$ cat src/rtl/axi_stream_master_pkg.sv
// Shared types and defaults for the output stream transmitter.
// Pure declarations, no logic or latency.
// No flow control here; users apply their own handshakes.
package axi_stream_master_pkg;

  localparam int FDATA_W = 32;
  typedef logic [FDATA_W-1:0] FDATA;

  localparam int DEF_IMG_WIDTH  = 1280;
  localparam int DEF_IMG_HEIGHT = 720;

  // One queued pixel with the framing decided when it was accepted.
  // eof marks a pixel that belongs to the last line of the frame.
  typedef struct packed {
    logic sof;
    logic eol;
    logic eof;
    FDATA data;
  } out_entry_t;

  // Counter width for a range of n values; never narrower than one bit.
  function automatic int cnt_w(input int n);
    return (n > 1) ? $clog2(n) : 1;
  endfunction

endpackage

$ cat src/rtl/axi_stream_master_if.sv
// Pixel stream bus between the transmitter and the downstream sink.
// Wires only, no latency.
// The sink throttles the source with TREADY; TVALID never waits on it.
interface axi_stream_master_if;
  import axi_stream_master_pkg::*;

  FDATA TDATA;
  logic TVALID;
  logic TREADY;
  logic TUSER;
  logic TLAST;

  modport master (output TDATA, output TVALID, output TUSER, output TLAST, input TREADY);
  modport slave  (input TDATA, input TVALID, input TUSER, input TLAST, output TREADY);

endinterface

$ cat src/rtl/axi_stream_master_fifo.sv
// Small queue of tagged pixels with an occupancy count and lookahead count.
// Head entry is read straight from the storage array; a push shows at the head one edge later.
// Caller must only push when not full (or popping) and only pop when not empty.
module axi_stream_master_fifo
  import axi_stream_master_pkg::*;
#(
  parameter int DEPTH = 4,
  localparam int AW = $clog2(DEPTH),
  localparam int QW = AW + 1
) (
  input  logic       ACLK,
  input  logic       ARESETn,
  input  logic       resetN,
  input  logic       push,
  input  out_entry_t push_dat,
  input  logic       pop,
  output out_entry_t head_dat,
  output logic [QW-1:0] count,
  output logic [QW-1:0] count_next,
  output logic       full,
  output logic       empty
);

  out_entry_t    mem [DEPTH];
  logic [AW-1:0] wr_ptr;
  logic [AW-1:0] rd_ptr;

  // Simultaneous push and pop leaves the occupancy unchanged.
  assign count_next = count + QW'(push) - QW'(pop);
  assign full       = (count == QW'(DEPTH));
  assign empty      = (count == '0);
  assign head_dat   = mem[rd_ptr];

  // Pointers wrap naturally because the depth is a power of two; a soft reset flushes.
  always_ff @(posedge ACLK or negedge ARESETn) begin
    if (!ARESETn) begin
      wr_ptr <= '0;
      rd_ptr <= '0;
      count  <= '0;
    end else if (!resetN) begin
      wr_ptr <= '0;
      rd_ptr <= '0;
      count  <= '0;
    end else begin
      if (push) wr_ptr <= wr_ptr + 1'b1;
      if (pop)  rd_ptr <= rd_ptr + 1'b1;
      count <= count_next;
    end
  end

  // Storage needs no reset: entries are only visible once counted.
  always_ff @(posedge ACLK) begin
    if (push) mem[wr_ptr] <= push_dat;
  end

endmodule

$ cat src/rtl/axi_stream_master.sv
// Pixel stream transmitter: tags datapath pixels with start-of-frame / end-of-line and queues them for the sink.
// Latency: a pixel accepted at edge N appears on TVALID at N+1 when the queue was empty (no bypass).
// Backpressure: registered datapath_ready keeps one spare entry; pixels arriving when no space is left are dropped and flagged.
module axi_stream_master
  import axi_stream_master_pkg::*;
#(
  parameter int FIFO_DEPTH = 4,
  parameter int IMG_WIDTH  = DEF_IMG_WIDTH,
  parameter int IMG_HEIGHT = DEF_IMG_HEIGHT
) (
  input  logic ACLK,
  input  logic ARESETn,
  input  logic resetN,
  input  FDATA pix_in,
  input  logic pix_valid,
  output logic datapath_ready,
  axi_stream_master_if.master axis,
  output logic frame_done,
  output logic overflow
);

  localparam int CW = cnt_w(IMG_WIDTH);
  localparam int RW = cnt_w(IMG_HEIGHT);
  localparam int QW = $clog2(FIFO_DEPTH) + 1;
  localparam logic [CW-1:0] COL_LAST = CW'(IMG_WIDTH - 1);
  localparam logic [RW-1:0] ROW_LAST = RW'(IMG_HEIGHT - 1);
  localparam logic [QW-1:0] RDY_MAX  = QW'(FIFO_DEPTH - 2);
  localparam logic [QW-1:0] CNT_MAX  = QW'(FIFO_DEPTH);

  logic [CW-1:0] col;
  logic [RW-1:0] row;
  logic          push;
  logic          pop;
  logic          fifo_full;
  logic          fifo_empty;
  logic [QW-1:0] fifo_count;
  logic [QW-1:0] fifo_count_next;
  out_entry_t    wr_entry;
  out_entry_t    head;

  // A full queue still takes a pixel when the head leaves in the same cycle.
  assign pop  = ~fifo_empty & axis.TREADY;
  assign push = pix_valid & (~fifo_full | pop);

  // Framing is decided from the position of the pixel as it is accepted.
  always_comb begin
    wr_entry      = '0;
    wr_entry.sof  = (row == '0) && (col == '0);
    wr_entry.eol  = (col == COL_LAST);
    wr_entry.eof  = (row == ROW_LAST);
    wr_entry.data = pix_in;
  end

  axi_stream_master_fifo #(
    .DEPTH (FIFO_DEPTH)
  ) u_fifo (
    .ACLK       (ACLK),
    .ARESETn    (ARESETn),
    .resetN     (resetN),
    .push       (push),
    .push_dat   (wr_entry),
    .pop        (pop),
    .head_dat   (head),
    .count      (fifo_count),
    .count_next (fifo_count_next),
    .full       (fifo_full),
    .empty      (fifo_empty)
  );

  // Stream outputs come from the head entry and read as zero while nothing is queued.
  assign axis.TVALID = ~fifo_empty;
  assign axis.TDATA  = fifo_empty ? '0 : head.data;
  assign axis.TUSER  = ~fifo_empty & head.sof;
  assign axis.TLAST  = ~fifo_empty & head.eol;

  // Position of the next pixel to be accepted; refused pixels do not move it.
  always_ff @(posedge ACLK or negedge ARESETn) begin
    if (!ARESETn) begin
      col <= '0;
      row <= '0;
    end else if (!resetN) begin
      col <= '0;
      row <= '0;
    end else if (push) begin
      if (col == COL_LAST) begin
        col <= '0;
        row <= (row == ROW_LAST) ? '0 : row + 1'b1;
      end else begin
        col <= col + 1'b1;
      end
    end
  end

  // Ready looks ahead at next occupancy so the pixel issued just after it drops still fits.
  always_ff @(posedge ACLK or negedge ARESETn) begin
    if (!ARESETn) begin
      datapath_ready <= 1'b0;
      frame_done     <= 1'b0;
      overflow       <= 1'b0;
    end else if (!resetN) begin
      datapath_ready <= 1'b0;
      frame_done     <= 1'b0;
      overflow       <= 1'b0;
    end else begin
      datapath_ready <= (fifo_count_next <= RDY_MAX);
      frame_done     <= pop & head.eol & head.eof;
      if (pix_valid & ~push) overflow <= 1'b1;
    end
  end

  a_count_bound: assert property (@(posedge ACLK) disable iff (!ARESETn) fifo_count <= CNT_MAX);

endmodule

$ cat src/flat_wrapper.sv
// flat-port wrapper written by rule: the top's interface ports become plain ports
module axi_stream_master_flat import axi_stream_master_pkg::*;
#(
  parameter int FIFO_DEPTH = 4,
  parameter int IMG_WIDTH  = DEF_IMG_WIDTH,
  parameter int IMG_HEIGHT = DEF_IMG_HEIGHT
)
  (ACLK, ARESETn, resetN, pix_in, pix_valid, datapath_ready, frame_done, overflow, axis_TDATA, axis_TVALID, axis_TUSER, axis_TLAST, axis_TREADY);
  axi_stream_master_if axis_i ();
  input  logic ACLK;
  input  logic ARESETn;
  input  logic resetN;
  input  FDATA pix_in;
  input  logic pix_valid;
  output logic datapath_ready;
  output logic frame_done;
  output logic overflow;
  output wire logic [$bits(axis_i.TDATA)-1:0] axis_TDATA;
  output wire logic [$bits(axis_i.TVALID)-1:0] axis_TVALID;
  output wire logic [$bits(axis_i.TUSER)-1:0] axis_TUSER;
  output wire logic [$bits(axis_i.TLAST)-1:0] axis_TLAST;
  input wire logic [$bits(axis_i.TREADY)-1:0] axis_TREADY;
  assign axis_TDATA = axis_i.TDATA;
  assign axis_TVALID = axis_i.TVALID;
  assign axis_TUSER = axis_i.TUSER;
  assign axis_TLAST = axis_i.TLAST;
  assign axis_i.TREADY = axis_TREADY;
  axi_stream_master #(.FIFO_DEPTH(FIFO_DEPTH), .IMG_WIDTH(IMG_WIDTH), .IMG_HEIGHT(IMG_HEIGHT)) u_core (.ACLK(ACLK), .ARESETn(ARESETn), .resetN(resetN), .pix_in(pix_in), .pix_valid(pix_valid), .datapath_ready(datapath_ready), .axis(axis_i), .frame_done(frame_done), .overflow(overflow));
endmodule
$ cat config.mk
export PLATFORM = sky130hd
export DESIGN_NAME = axi_stream_master_flat
export DESIGN_NICKNAME = d
export VERILOG_FILES = /design/src/rtl/axi_stream_master_pkg.sv /design/src/rtl/axi_stream_master_if.sv /design/src/rtl/axi_stream_master_fifo.sv /design/src/rtl/axi_stream_master.sv /design/src/flat_wrapper.sv
export SDC_FILE = /design/constraint.sdc
export NUM_CORES = 1
export LEC_CHECK = 0
export CAP_MARGIN = 20
export CORE_AREA = 4 4 148 107
export CTS_CLUSTER_SIZE = 16
export DETAILED_ROUTE_END_ITERATION = 7
export DIE_AREA = 0 0 152 111
export GPL_ROUTABILITY_DRIVEN = 0
export MAX_ROUTING_LAYER = met4
export PLACE_DENSITY = 0.71
export SKIP_LAST_GASP = 1
export SLEW_MARGIN = 20
export SYNTH_ARGS = -nofsm -noshare
export SYNTH_HDL_FRONTEND = slang
export SYNTH_SLANG_ARGS = --single-unit
$ cat constraint.sdc
create_clock -name ACLK -period 3.2 [get_ports ACLK]
set_input_delay 0.48 -clock ACLK [delete_from_list [all_inputs] [get_ports ACLK]]
set_output_delay 0.48 -clock ACLK [all_outputs]
set_load 0.02 [all_outputs]
# Yosys cells after proc, flatten, opt, wreduce, memory -nomap -nowiden
# Memories as Yosys holds them, arrays and structs flattened.
# Index checks and enable logic that the tools add are counted.
dict set report totals {
  ff_bits 31
  ramBits 140
  out_inout_bits 38
  memories 1
}
# memory depth word_bits read_ports rd_ports_with_merged_regs write_ports line_no
set memory_table {}
lappend memory_table {u_core.u_fifo.mem 4 35 1 0 1 axi_stream_master_fifo.sv:24} ;# out_entry_t mem [DEPTH];
dict set report op_classes {
  add_sub_neg 6
  order_cmp 1
  n_eq_ne 7
  muxes 19
  bitwise 11
  n_reduce_logical 5
}
# operator count
set ops {}
lappend ops {{$mux 10} 4}
lappend ops {{$mux 11} 3}
lappend ops {{$mux 32} 1}
lappend ops {{$add 11x1->11 const B} 1}
lappend ops {{$eq 11x11->1 const B} 1}
lappend ops {{$logic_not 11->1} 1}
lappend ops {{$add 10x1->10 const B} 1}
lappend ops {{$eq 10x10->1 const B} 1}
lappend ops {{$logic_not 10->1} 1}
lappend ops {{$mux 2} 4}
lappend ops {{$ne 2x1->1 const B} 4}
lappend ops {{$and 1x1->1} 7}
lappend ops {{$mux 1} 6}
lappend ops {{$add 2x1->2 const B} 2}
lappend ops {{$add 3x1->3} 1}
lappend ops {{$eq 3x3->1 const B} 1}
lappend ops {{$le 3x2->1 const B} 1}
lappend ops {{$logic_not 3->1} 1}
lappend ops {{$mux 3} 1}
lappend ops {{$not 1->1} 3}
lappend ops {{$sub 3x1->3} 1}
lappend ops {{$reduce_and 2->1} 1}
lappend ops {{$logic_and 1x1->1} 1}
lappend ops {{$or 1x1->1} 1}

# Logic depth before layout (Yosys ltp)
# Gate-level depths: netlist of run 1.
dict set report depth {
  depth_word 9
  mapped_depth 12
  ltp_nobuf 11
}

# Modules after synthesis
# Synthesis of run 1 repeated with hierarchy kept, for this count alone.
dict set report unflattened {
  cells_unflattened 409
  hier_area_um2 7114.3
}
# module n_inst cells_each area_per_inst_um2 seq_area_each_um2
set modules_own_cells {}
lappend modules_own_cells {axi_stream_master_fifo 1 225 5512.8 4379.2}
lappend modules_own_cells {axi_stream_master 1 184 1601.5 600.6}

# Least setup slack after synthesis of run 1
# No wires, ideal clock.
dict set report synth_path {
  path_type {input-to-reg}
  start {input axis_TREADY}
  end {register u_core.datapath_ready}
  setup_ps 120
  arrival_ps 2614
  required_ps 3080
  path_slack_ps 466
  path_stages 12
  n_path_buf 1
  cell_sequence {or4b_1 -> buf_4 -> and2_4 -> inv_2 -> ha_1 -> inv_1 -> ha_1 -> inv_1 -> fa_1 -> xor2_1 -> xnor2_1 -> and3_1}
}
dict set report synth_between {
  elab_chain_len 7
}
# element line_no
set synth_rtl {}
lappend synth_rtl {{from (decl)} flat_wrapper.sv:22} ;# input wire logic [$bits(axis_i.TREADY)-1:0] axis_TREADY;
lappend synth_rtl {{$and 1x1->1 (*)} axi_stream_master.sv:42} ;# assign pop = ~fifo_empty & axis.TREADY;
lappend synth_rtl {{$or 1x1->1} axi_stream_master.sv:43} ;# assign push = pix_valid & (~fifo_full | pop);
lappend synth_rtl {{$and 1x1->1} axi_stream_master.sv:43}
lappend synth_rtl {{$add 3x1->3} axi_stream_master_fifo.sv:29} ;# assign count_next = count + QW'(push) - QW'(pop);
lappend synth_rtl {{$sub 3x1->3 (*)} axi_stream_master_fifo.sv:29}
lappend synth_rtl {{$le 3x2->1 (*)} axi_stream_master.sv:105} ;# datapath_ready <= (fifo_count_next <= RDY_MAX);
lappend synth_rtl {{$mux 1 (*)} axi_stream_master.sv:100} ;# end else if (!resetN) begin
lappend synth_rtl {{to (signal assigned)} axi_stream_master.sv:105}
lappend synth_rtl {{to (decl)} axi_stream_master.sv:16} ;# output logic datapath_ready,
# Mark *: on every way between the ends. The rest lies on a longest branch, timed or not.
# A chain may end at the register's enable or synchronous reset.

# Worst setup path after layout of run 1
dict set report layout_path {
  start {register u_core.u_fifo.rd_ptr[0]}
  end {output axis_TLAST}
}
dict set report layout_between {
  elab_chain_len 2
}
# element line_no
set layout_rtl {}
lappend layout_rtl {{from (decl)} axi_stream_master_fifo.sv:26} ;# logic [AW-1:0] rd_ptr;
lappend layout_rtl {{from (signal assigned)} axi_stream_master_fifo.sv:46} ;# if (pop) rd_ptr <= rd_ptr + 1'b1;
lappend layout_rtl {{$mem_v2 4x35} -}
lappend layout_rtl {{$and 1x1->1} axi_stream_master.sv:74} ;# assign axis.TLAST = ~fifo_empty & head.eol;
lappend layout_rtl {{to (decl)} flat_wrapper.sv:21} ;# output wire logic [$bits(axis_i.TLAST)-1:0] axis_TLAST;
# Every way passes these cells.

==> run_results.csv, run 1 <==
group,metric,value,unit
outcome,status,"finished clean",
flow_run,maxCapViolCount,0,
logic_synthesis,syn_area,0.00713,mm^2
power_and_ir_drop,ir_drop,429,uV
worst_hold_path,hold_path.class,"in -> async",
route,drc,0,
logic_synthesis,synth_edf_count,140,
sta,setup_viol,0,
final_layout,layout_commonest_cell,"edfxtp_1",
cts,postCtsResizedCells,0,
logic_synthesis,yosys_warnings,0,
power_and_ir_drop,p_per_area,765,mW/mm^2
logic_synthesis,yosysTopAreaCellShare,0.589,
worst_setup_path,cp_max_fo,19,
die,die_height,111,um
worst_setup_path,crit-reg2reg-launch,"u_core.u_fifo.count[1]$_DFF_PN0_",
route,wl_per_cell,19.3,um
die,dieArea,0.0169,mm^2
logic_synthesis,synth_area_per_cell,17.1,um^2
sta,period_needed,2.89,ns
cts,clk_latency,0.42,ns
route,postRouteAntennaNets,0,
worst_setup_path,worstSetupPathType,"reg -> out",
logic_synthesis,synth_flop_cell,"edfxtp_1",
power_and_ir_drop,p_comb_frac,0.282,
die,num_rows,37,
global_route,grt_overflow,0,
die,initial_utilization,0.494,
worst_setup_path,r2r_cells,11,
worst_setup_path,cp-end-kind,"output port",
cts,cts_tree,"done",
worst_setup_path,startpoint,"u_core.u_fifo.rd_ptr[0]$_DFFE_PN0P_",
cts,clk_pin_slew,0.07,ns
place,placed_area,0.00810,mm^2
sta,rsz0062_at_grt,"false",
place,dp_hpwl,8530,um
power_and_ir_drop,p_int,4.78,mW
logic_synthesis,yosys_register_bits,171,
final_layout,mostFrequentLayoutCells,"140 x edfxtp_1, 74 x clkdlybuf4s50_1, 37 x and2_1",
logic_synthesis,synthesis.nets,465,
logic_synthesis,synth_area_leaders,"edfxtp_1 59%, mux4_2 11%, dfrtp_1 11%, and2_1 3.2%, ha_1 1.8%",
cts,root_buffer,"clkbuf_16",
final_layout,n_antenna_cell,0,
power_and_ir_drop,power_frac_seq,0.401,
die,core-area,0.0144,mm^2
logic_synthesis,ys_seq_area_frac,0.698,
sta,maxSlewViolCount,0,
die,ioPinCount,75,
final_layout,nets,548,
final_layout,areaGrowthSynthToFinish,22.1,%
global_route,grt_max_degree,37,
worst_setup_path,rr_endpoint,"u_core.datapath_ready$_DFF_PN0_",
worst_setup_path,critical_path_required,2.72,ns
sta,clock.fmax,346,MHz
worst_setup_path,cp-start-kind,"flip-flop",
global_route,track_usage,0.175,
sta,worst_pin_slew,0.955,ns
cts,ctsHoldBuffers,0,
power_and_ir_drop,p_sw_frac,0.282,
cts,cts.sinks,171,
power_and_ir_drop,p_sw,1.88,mW
logic_synthesis,synth_largest_area_cell,"edfxtp_1",
power_and_ir_drop,leakage,3.01,nW
sta,setup_tns,0,ns
global_route,grt_pass1_wl,22500,um
route,wl,13700,um
final_layout,layout.cells.non_filler,708,
sta,period_share,0.904,
cts,cts_buffers,17,
final_layout,fin_area,0.00871,mm^2
power_and_ir_drop,p_clk_frac,0.317,
power_and_ir_drop,power,6.66,mW
place,io_buffers,74,
worst_setup_path,worstPathArrival,2.41,ns
cts,ctsHtreeMaxLevel,4,
place,dp_cells,676,
route,vias_per_cell,5.53,
final_layout,drive_gt1_frac,0.187,
logic_synthesis,synth-async-reset-ratio,0.181,
global_route,grt_antenna_before_repair,0,
sta,hold_viol,0,
route,firstDrtPassIters,4,
global_route,grt_pass1_vias,4175,
worst_setup_path,regToRegSetupSlack,0.56,ns
cts,cts_setup_buffers,0,
logic_synthesis,synthCells,417,
sta,fin_skew,0.0141,ns
logic_synthesis,synth_cell_type_count,53,
cts,cts_buffer_depth,2,
route,drtIter0Drc,331,
sta,maxSlewHeadroom,0.363,
route,vias,3918,
die,die_w,152,um
## logic make-up after synthesis
| kind of cell | after synthesis | share of synthesized area |
|---|---|---|
| AO/OA/AOI/OAI | 27 | 0.0246 |
| XOR/XNOR | 10 | 0.0123 |
| adder cells (fa/ha/maj) | 11 | 0.0203 |
| buffers and inverters | 34 | 0.0221 |
| flip-flops | 171 | 0.698 |
| multiplexers | 35 | 0.110 |
| AND/OR/NAND/NOR | 129 | 0.112 |
## worst max-delay path by stage
stage | to | slack [ns] | cells past startpoint
final | axis_TLAST | 0.31 | 4
after global routing | axis_TLAST | 0.20 | 4
after CTS | axis_TLAST | 0.24 | 4
after detailed placement | u_core.datapath_ready$_DFF_PN0_ | 0.07 | 12
after global placement | u_core.datapath_ready$_DFF_PN0_ | 0.11 | 12
after floorplan | u_core.datapath_ready$_DFF_PN0_ | 0.47 | 12
## final cells by class
type,instances,area (um^2)
fillers,1093,5730
well taps,195,244
clock inverters,15,188
multi-input cells,212,2000
repair buffers,84,816
inverters,14,52.6
flip-flops and latches,171,4980
clock buffers,17,425
## worst max-delay path, stage by stage (launching register included)
cell	delay (ns)
dfrtp_2	0.36
buf_4	0.34
mux4_2	0.55
and2_1	0.21
clkdlybuf4s50_1	0.55
## state kept, by name (all words and copies together) (netlist names)
signal	count
u_core.u_fifo.count	3
u_core.row	10
u_core.col	11
u_core.u_fifo.rd_ptr	2
u_core.u_fifo.mem	140
u_core.overflow	1
u_core.u_fifo.wr_ptr	2
u_core.datapath_ready	1
u_core.frame_done	1
## power by group through the flow
| stage | sequential, mW | clock [mW] | combinational [mW] |
|---|---|---|---|
| final | 2.67 | 2.11 | 1.88 |
| after CTS | 2.67 | 2.15 | 1.92 |
| after detailed placement | 2.72 | 0 | 1.91 |
| after global placement | 2.70 | 0 | 1.89 |
| after floorplan | 2.70 | 0 | 1.14 |
| after global routing | 2.69 | 2.25 | 2.02 |
## per-stage QoR
stage	setup slack, ns	hold slack (ns)	utilization
after floorplan	0.466	0.184	-
after global placement	0.108	0.480	0.561
after detailed placement	0.0735	0.484	0.561
after CTS	0.238	0.457	0.603
after global routing	0.196	0.487	0.603
final	0.306	0.459	0.603
## cell usage after synthesis (all sizes together), types with 6 or more instances
library cell    n
inv            14
xor2            6
dfrtp          31
mux4           35
buf            12
ha             10
and3           13
nand4           7
a21oi          11
nor2           11
and2           38
clkbuf          8
nand3          17
edfxtp        140
nand2          15
## layer usage
metal / share of wire / vias up / global-route usage
li1: - / 1792 / -
met1: 0.43 / 2009 / 0.226
met2: 0.51 / 107 / 0.284
met3: 0.047 / 10 / 0.0347
met4: 0.0083 / 0 / 0.0509
met5: 0 / - / -
Power figures use the tool's default switching activity.
==> inputs of run 2 (changes only) <==
--- a/config.mk
+++ b/config.mk
@@ -13,7 +13,6 @@
 export GPL_ROUTABILITY_DRIVEN = 0
 export MAX_ROUTING_LAYER = met4
 export PLACE_DENSITY = 0.71
-export SKIP_LAST_GASP = 1
 export SLEW_MARGIN = 20
 export SYNTH_ARGS = -nofsm -noshare
 export SYNTH_HDL_FRONTEND = slang
==> results of run 2 <==
Final layout, timing and power as in run 1 (identical DEF).
==> inputs of run 3 (changes only) <==
--- a/config.mk
+++ b/config.mk
@@ -10,9 +10,9 @@
 export CTS_CLUSTER_SIZE = 16
 export DETAILED_ROUTE_END_ITERATION = 7
 export DIE_AREA = 0 0 152 111
+export DONT_BUFFER_PORTS = 1
 export GPL_ROUTABILITY_DRIVEN = 0
 export MAX_ROUTING_LAYER = met4
-export PLACE_DENSITY = 0.71
 export SLEW_MARGIN = 20
 export SYNTH_ARGS = -nofsm -noshare
 export SYNTH_HDL_FRONTEND = slang
==> run 3 against run 2 <==
  * Via count down 8.4%
  * Wire length down 2.9%
  * Clock power down 4%
  * First-iteration DRC count down 18%
  * Design area down 9.0%
  * Combinational power down 29%
  * Non-clock buffer count down 78
  * Critical endpoint is now u_core.datapath_ready$_DFF_PN0_
==> run_results.csv, run 3 (synthesized netlist as in run 1, its figures left out) <==
group,metric,value,unit
outcome,status,"finished clean",
sta,hold_slack,0.156,ns
worst_setup_path,worstSetupPathType,"reg -> reg",
worst_setup_path,cp_slowest_stage_delay,0.55,ns
final_layout,drive_gt1_frac,0.195,
route,vias_per_cell,5.69,
die,core-area,0.0144,mm^2
die,dieArea,0.0169,mm^2
worst_setup_path,critPathTopFamily,"simple AND/OR/NAND/NOR gates",
route,wl_per_cell,21.1,um
global_route,grt_util_met3,0.0632,
sta,fin_skew,0.00607,ns
die,initial_utilization,0.494,
cts,cts_buffer_depth,2,
cts,clk_latency,0.41,ns
cts,ctsHtreeMaxLevel,4,
worst_setup_path,cp-end-kind,"flip-flop",
worst_setup_path,crit_chain,"or4b_1, and2_4, inv_2, ha_1, inv_1, ha_1, inv_1, fa_1, xor2_1, xnor2_1, and3_1",
global_route,track_usage,0.171,
global_route,grt_max_degree,37,
final_layout,largest_reg_flops,140,
sta,hold_viol,0,
final_layout,nets,470,
cts,cts.sinks,171,
final_layout,areaGrowthSynthToFinish,11.1,%
global_route,met1_usage,0.221,
place,io_buffers,0,
sta,maxSlewViolCount,0,
route,postRouteAntennaNets,0,
power_and_ir_drop,ir_drop,486,uV
cts,clk_pin_slew,0.06,ns
cts,cts_buffers,17,
cts,cts_tree,"done",
final_layout,layout_commonest_cell,"edfxtp_1",
power_and_ir_drop,leakage,2.71,nW
die,die_w,152,um
worst_setup_path,worstPathArrival,3.06,ns
sta,setup_viol,0,
route,wl,13300,um
worst_setup_path,r2r_cells,11,
global_route,grt_pass1_wl,21600,um
worst_hold_path,whs_path_depth,0,
final_layout,n_antenna_cell,0,
sta,period_share,0.849,
final_layout,nFillCells,1154,
worst_setup_path,critical_path_required,3.55,ns
place,dp_hpwl,7910,um
sta,maxSlewHeadroom,0.338,
global_route,grt_overflow,0,
global_route,gr-usage-met2,0.259,
route,drtIter0Drc,271,
worst_setup_path,slowest_stage,"or4b_1",
worst_hold_path,hold_path.class,"in -> reg",
route,vias,3587,
final_layout,mostFrequentLayoutCells,"140 x edfxtp_1, 37 x and2_1, 35 x mux4_2",
global_route,grt_pass1_vias,3780,
sta,worst_pin_slew,0.993,ns
worst_setup_path,path_depth,11,
final_layout,top_register,"u_core.u_fifo.mem",
final_layout,multi_input_area,0.00200,mm^2
sta,clock.fmax,368,MHz
die,ioPinCount,75,
final_layout,seq_area,0.00498,mm^2
final_layout,largest_registers,"u_core.u_fifo.mem x140, u_core.col x11, u_core.row x10",
route,firstDrtPassIters,5,
sta,rsz0062_at_grt,"false",
global_route,grt_antenna_before_repair,0,
cts,root_buffer,"clkbuf_16",
die,num_rows,37,
cts,postCtsResizedCells,0,
route,drc,0,
worst_setup_path,crit_buf_inv,3,
power_and_ir_drop,p_per_area,766,mW/mm^2
worst_setup_path,cp-start-kind,"flip-flop",
flow_run,maxCapViolCount,0,
worst_setup_path,cp_max_fo,5,
die,die_height,111,um
global_route,busiest_layer,"met2",
sta,setup_tns,0,ns
sta,period_needed,2.72,ns
==> run 3: cell count changes in the layout (fill, tap and decap cells not counted), sizes merged <==
cell	before	now
buf	10	5
clkbuf	17	24
clkdlybuf4s50	74	0
clkinvlp	3	1
dlygate4sd3	0	1
inv	19	14
==> run 3: per-stage QoR <==
stage | util | power (mW) | setup slack, ns | std cells | cell area [um^2]
after global placement | 0.507 | 4.11 | 0.515 | 596 | 7320
after floorplan | - | 3.85 | 0.466 | 417 | 7130
after detailed placement | 0.507 | 4.13 | 0.444 | 596 | 7320
final | 0.549 | 6.07 | 0.484 | 630 | 7930
after global routing | 0.549 | 6.36 | 0.300 | 630 | 7930
after CTS | 0.549 | 6.16 | 0.479 | 630 | 7930
==> run 3: worst paths after layout <==
kind / start / to / slack [ns]
min in group asynchronous: ARESETn / u_core.col[1]$_DFFE_PN0P_ / 0.56
max reg2reg: u_core.u_fifo.count[1]$_DFF_PN0_ / u_core.datapath_ready$_DFF_PN0_ / 0.48
max in group asynchronous: ARESETn / u_core.u_fifo.rd_ptr[1]$_DFFE_PN0P_ / 2.46
min: pix_in[16] / u_core.u_fifo.mem[2][16]$_DFFE_PP_ / 0.16
max: u_core.u_fifo.count[1]$_DFF_PN0_ / u_core.datapath_ready$_DFF_PN0_ / 0.48
min reg2reg: u_core.row[0]$_DFFE_PN0P_ / u_core.row[0]$_DFFE_PN0P_ / 0.57
==> run 3: repair_timing <==
| action | CTS | global route |
|---|---|---|
| endpoints found under the hold margin | 31 | 0 |
| hold buffers | 2 | 0 |
| setup buffers | 0 | 0 |
==> run 3: cell type report <==
type | instances | share of cell area
well taps | 195 | 0.0308
flip-flops and latches | 171 | 0.629
inverters | 14 | 0.00663
repair buffers | 6 | 0.00916
clock inverters | 8 | 0.0153
clock buffers | 24 | 0.0570
multi-input cells | 212 | 0.253
==> run 3: power by group <==
part	internal [mW]	switching, mW	total [mW]
registers	2.61	0.107	2.72
logic	0.520	0.814	1.33
clock network	1.23	0.790	2.02
==> run 3: routing by layer <==
| metal | part of all wire | wire [um] |
|---|---|---|
| met3 | 0.069 | 918 |
| met5 | 0 | 0 |
| met1 | 0.45 | 5950 |
| met4 | 0.0081 | 108 |
| met2 | 0.47 | 6290 |
==> run 3: worst reg2reg max path: cells and delay by family (launching register included) <==
family / cells / cell delay, ns
xor+xnor: 2 / 0.36
simple gates: 3 / 0.94
buf+inv: 3 / 0.18
fa+ha+maj: 3 / 0.74
flops: 1 / 0.43
